[config.mk]
export PLATFORM = sky130hd
export DESIGN_NAME = pressure_controller
export DESIGN_NICKNAME = d
export VERILOG_FILES = /design/src/rtl/pressure_controller.sv
export SDC_FILE = /design/constraint.sdc
export NUM_CORES = 1
export LEC_CHECK = 0
export CORE_AREA = 2 2 39 41
export DETAILED_ROUTE_END_ITERATION = 8
export DIE_AREA = 0 0 41 43
export GPL_ROUTABILITY_DRIVEN = 0
export MAX_ROUTING_LAYER = met4
export PLACE_DENSITY_LB_ADDON = 0.08
export SKIP_LAST_GASP = 1
export SYNTH_ARGS = -nofsm -noshare
export SYNTH_HDL_FRONTEND = slang
export SYNTH_SLANG_ARGS = --single-unit
[constraint.sdc]
create_clock -name clock -period 1.97 [get_ports clock]
set_input_delay 0.591 -clock clock [delete_from_list [all_inputs] [get_ports clock]]
set_output_delay 0.591 -clock clock [all_outputs]
set_load 0.02 [all_outputs]
[src/rtl/pressure_controller.sv]
// Airlock chamber pressure controller.
//
// Sequences a pump between two idle pressure states. A request moves the
// chamber from HIGH to LOW (DEPRESS) or LOW to HIGH (PRESS); the pump then
// needs a fixed number of active cycles, and it is only active while both
// doors are closed. An open door pauses the count. Completion raises a
// one-cycle pressureDone pulse.
//
// Ports:
//   clock               rising-edge clock
//   reset               asynchronous, active-high; returns to HIGH
//   startPressurizing   request LOW -> HIGH
//   startDepressurizing request HIGH -> LOW
//   odClosed, idClosed  outer / inner door closed
//   isHighPressure      chamber idle at high pressure
//   pumpOn              pump running this cycle (gated by doors)
//   pumpDir             1 = pressurizing, 0 = depressurizing
//   pressureDone        one-cycle pulse after reaching the new idle state
//   remaining           active pump cycles left, 0 when idle
//
// PRESS_CYCLES and DEPRESS_CYCLES must lie in 1..2^CNT_W-1.
module pressure_controller #(
    parameter int PRESS_CYCLES   = 8,
    parameter int DEPRESS_CYCLES = 5,
    parameter int CNT_W          = 4
) (
    input  logic             clock,
    input  logic             reset,
    input  logic             startPressurizing,
    input  logic             startDepressurizing,
    input  logic             odClosed,
    input  logic             idClosed,
    output logic             isHighPressure,
    output logic             pumpOn,
    output logic             pumpDir,
    output logic             pressureDone,
    output logic [CNT_W-1:0] remaining
);

    typedef enum logic [1:0] {
        HIGH    = 2'd0,
        LOW     = 2'd1,
        PRESS   = 2'd2,
        DEPRESS = 2'd3
    } state_t;

    localparam logic [CNT_W-1:0] PRESS_LOAD   = CNT_W'(PRESS_CYCLES);
    localparam logic [CNT_W-1:0] DEPRESS_LOAD = CNT_W'(DEPRESS_CYCLES);
    localparam logic [CNT_W-1:0] CNT_ONE      = CNT_W'(1);

    state_t           state, state_next;
    logic [CNT_W-1:0] count, count_next;
    logic             done, done_next;
    logic             doors_closed;
    logic             pumping;

    assign doors_closed = odClosed & idClosed;
    assign pumping      = (state == PRESS) || (state == DEPRESS);

    always_ff @(posedge clock or posedge reset) begin
        if (reset) begin
            state <= HIGH;
            count <= '0;
            done  <= 1'b0;
        end else begin
            state <= state_next;
            count <= count_next;
            done  <= done_next;
        end
    end

    always_comb begin
        state_next = state;
        count_next = count;
        done_next  = 1'b0;
        unique case (state)
            HIGH: begin
                // Simultaneous requests are ambiguous and ignored.
                if (startDepressurizing && !startPressurizing) begin
                    state_next = DEPRESS;
                    count_next = DEPRESS_LOAD;
                end
            end
            LOW: begin
                if (startPressurizing && !startDepressurizing) begin
                    state_next = PRESS;
                    count_next = PRESS_LOAD;
                end
            end
            PRESS, DEPRESS: begin
                // Requests are ignored while pumping; an open door freezes
                // both count and state.
                if (doors_closed) begin
                    if (count == CNT_ONE) begin
                        state_next = (state == PRESS) ? HIGH : LOW;
                        count_next = '0;
                        done_next  = 1'b1;
                    end else begin
                        count_next = count - CNT_ONE;
                    end
                end
            end
            default: begin
                state_next = HIGH;
                count_next = '0;
            end
        endcase
    end

    // Door inputs gate the pump combinationally so an opened door stops it
    // in the same cycle rather than one edge later.
    assign pumpOn         = pumping && doors_closed;
    assign pumpDir        = (state == PRESS);
    assign isHighPressure = (state == HIGH);
    assign pressureDone   = done;
    assign remaining      = count;

endmodule
==> PnR_summary.wiki <==
{| class="wikitable"
! Metric !! Value
|-
| Layout cell share with drive strength beyond 1 || 0.333
|-
| Result of the run || finished, final reports clean
|-
| Wire length of the first global-routing pass || 1880 µm
|-
| Crit path cell chain || clkdlybuf4s50_1 -> nand2_2 -> nor2_2 -> buf_6
|-
| Critical Path Sink || pumpOn
|-
| Sequential fraction of the synthesis area || 0.344
|-
| Final core area utilization || 0.554
|-
| Final worst path period need || slightly below 2 ns
|-
| Wire length on met3 || 40 µm
|-
| Maximum VDD drop || around 860 µV
|-
| Critical register-to-register path endpoint || remaining[1]
|-
| Number of cells on the worst reg-to-reg path || 7
|-
| All-layer global routing usage || 0.170
|-
| Hold_ws || between 0.5 and 0.6 ns
|-
| Count of standard-cell rows || 14
|-
| Element type at the critical path end || output port
|-
| Portion of the clock cycle consumed by the worst path in the final layout || 0.990
|-
| Cell type of the slowest stage on the worst timing path || sky130_fd_sc_hd__clkdlybuf4s50_1
|-
| Topmost layer with routed signal wires || met4
|-
| Number of pins with negative max-slew slack in the final report || 0
|-
| I/O Buffers || 13
|-
| Post-Route Skew || between 0.005 and 0.006 ns
|-
| Startpoint of the worst-slack reg-to-reg timing path || state[0]
|-
| LEAKAGE || 0.375 nW
|-
| DR iter-0 viols || 1
|-
| Count of cell types in the netlist || 20
|-
| Worst-Margin Slew || 0.280 ns
|-
| Placement Setup Slack || -0.421 ns
|-
| Number of sinks handled by clock tree synthesis || 7
|-
| Amount of wire on met2 after detailed routing || 568 µm
|-
| Average size of a mapped cell || around 10 µm²
|-
| Boundary pin count || 14
|-
| Critical-path maximum fanout || 2
|-
| Average detailed-routed wire length per instance || about 12 µm
|-
| Number of detailed-routing iterations run before antenna repair || 2
|-
| Area of the mapped netlist || approximately 510 µm²
|-
| Fmax || ~510 MHz
|-
| Maximum count of clock buffers along a single path || 2
|-
| Max_slew headroom || 0.813
|-
| Critical path startpoint category || primary input
|-
| Antenna diodes || 0
|-
| Syn-to-layout area delta || 50.6%
|-
| Area of the die || ~1800 µm²
|-
| Hold buffer count at CTS || 0
|-
| Post-CTS clock slew at the launch and capture registers of the worst setup and hold paths || about 0.06 ns
|-
| Source-to-sink clock delay at the later pin of the worst-skew pair || about 0.25 ns
|-
| Maxcap violations || 0
|-
| Number of global-route vias before repair || between 400 and 500
|-
| Antenna violations before repair || 0
|-
| Register-to-register setup slack || about 0.2 ns
|-
| Post-synthesis instance total || 50
|-
| Die Span Y || 43 µm
|-
| Via count || 462
|-
| Power density relative to cell area || between 1500 and 2000 nW/µm²
|-
| CP max stage delay || ~0.47 ns
|-
| Setup slack of the critical path after layout || ~0.019 ns
|-
| Post-synthesis sequential element count || 7
|-
| Detail Placement HPWL || around 910 µm
|-
| Class of the tightest hold or removal check || in2async
|-
| Total congestion overflow after global routing || 0
|-
| Syn_nets || 63
|-
| Crit Path Category || in2out
|-
| Number of levels the H-tree was split into || 1
|-
| Via-per-instance ratio || about 4.9
|-
| CTS tree || done
|-
| Antenna-violating nets left || 0
|-
| Pin count of the biggest net entering global routing || 8
|-
| Start point of the critical path || idClosed
|-
| Data arrival, critical path || 1.36 ns
|-
| Post-route DRC violation count || 0
|-
| Critical path data required time || around 1.4 ns
|-
| WL met1 || ~450 µm
|-
| Routed wire length || 1080 µm
|-
| Synth Warn # || 0
|-
| Initial cell density of the core || 0.368
|-
| Clock Tree Root || sky130_fd_sc_hd__clkbuf_4
|-
| Total Nets Final || 92
|-
| TritonCTS Buffers || 3
|-
| RSZ-0062 raised after global routing || yes
|-
| Number of endpoints failing setup at the final stage || 0
|-
| CORE AREA || between 1000 and 1500 µm²
|-
| Final count of hold timing violations || 0
|-
| Filler cell count || between 100 and 150
|-
| Overall die width || just over 40 µm
|}
-- sequential cells by signal, summed over array words and instances (netlist names) --
signal        count
state             2
remaining         4
pressureDone      1
-- final cells by class --
| class | instances | area (µm²) | share of cell area |
|---|---|---|---|
| clock buffer | 4 | 26.3 | 0.0343 |
| multi-input combinational | 38 | 320 | 0.418 |
| timing repair buffer | 24 | 206 | 0.269 |
| tap | 16 | 20.0 | 0.0261 |
| inverter | 5 | 18.8 | 0.0245 |
| sequential | 7 | 175 | 0.228 |
-- kinds of logic after synthesis --
kind of cell             count (synthesis)  synth area share
AO/OA/AOI/OAI                            8             0.115
flip-flops                               7             0.344
multiplexers                             7             0.145
adder cells (fa/ha/maj)                  7             0.172
buffers and inverters                    5            0.0369
AND/OR/NAND/NOR                         16             0.187
-- worst min path at each step --
stage                       from           end  slack, ns  cells past startpoint
floorplan                  reset  pressureDone       0.39                      1
global placement    remaining[1]  remaining[1]       0.55                      1
detailed placement  remaining[1]  remaining[1]       0.56                      1
CTS                        reset  remaining[3]       0.57                      2
global route               reset      state[0]       0.59                      2
finish                     reset  remaining[3]       0.57                      2
-- cell usage after synthesis --
master,n,area share
sky130_fd_sc_hd__dfrtp_1,7,0.34
sky130_fd_sc_hd__ha_1,7,0.17
sky130_fd_sc_hd__inv_1,5,0.037
sky130_fd_sc_hd__mux2i_1,4,0.079
sky130_fd_sc_hd__nor2_1,4,0.029
sky130_fd_sc_hd__mux2_1,3,0.066
sky130_fd_sc_hd__nor3_1,3,0.029
sky130_fd_sc_hd__a21oi_1,2,0.020
sky130_fd_sc_hd__nand2b_1,2,0.025
sky130_fd_sc_hd__nor2_2,2,0.025
sky130_fd_sc_hd__nor2b_1,2,0.025
sky130_fd_sc_hd__a211oi_1,1,0.015
sky130_fd_sc_hd__a21oi_2,1,0.017
sky130_fd_sc_hd__a31oi_1,1,0.012
sky130_fd_sc_hd__nand2_1,1,0.0074
sky130_fd_sc_hd__nor3b_2,1,0.025
sky130_fd_sc_hd__o21ai_1,1,0.0098
sky130_fd_sc_hd__o21ai_2,1,0.017
sky130_fd_sc_hd__o22ai_2,1,0.025
sky130_fd_sc_hd__or3b_4,1,0.022
-- placed cells by master, fill, tap and decap left out, drive strengths merged --
master	count
nand2	1
buf	12
nor3	3
clkbuf	6
dlymetal6s2s	1
nor2b	2
mux2	3
nand2b	2
o21ai	2
clkdlybuf4s50	9
a211oi	1
or3b	1
mux2i	4
a21oi	3
inv	5
dfrtp	7
o22ai	1
nor2	6
nor3b	1
a31oi	1
ha	7
-- worst max-delay path, delay by kind of cell --
family        cells  cell delay (ns)
buf+inv           2             0.60
simple gates      2             0.18
-- per-stage QoR --
step	total power [mW]	area [µm²]	setup TNS (ns)	cells
final	1.33	767	0	94
after global routing	1.46	767	-0.0414	94
after CTS	1.34	758	-0.154	93
after detailed placement	1.20	727	-0.530	88
after global placement	1.18	727	-0.474	88
after floorplan	0.825	509	0	50
-- power breakdown --
| group | internal (mW) | total [mW] | switching (mW) | leakage, nW |
|---|---|---|---|---|
| sequential | 0.211 | 0.282 | 0.0707 | 0.0855 |
| clock | 0.0775 | 0.133 | 0.0553 | 0.0150 |
| combinational | 0.485 | 0.918 | 0.433 | 0.274 |
| total | 0.774 | 1.33 | 0.559 | 0.375 |
-- timing repair --
| item | 4_1_cts | 5_1_grt |
|---|---|---|
| setup buffers | 1 | 1 |
| resized for setup | 4 | 11 |
| pin swaps | 0 | 1 |
| setup endpoints to repair | 3 | 3 |
| hold endpoints to repair | 0 | 0 |
-- metal layers --
| layer | GRT usage | vias up |
|---|---|---|
| met5 | - | - |
| met4 | 0.100 | 0 |
| met3 | 0.0628 | 4 |
| met2 | 0.256 | 11 |
| met1 | 0.181 | 214 |
| li1 | - | 233 |
Note: power is estimated with default switching activity, not from simulation.
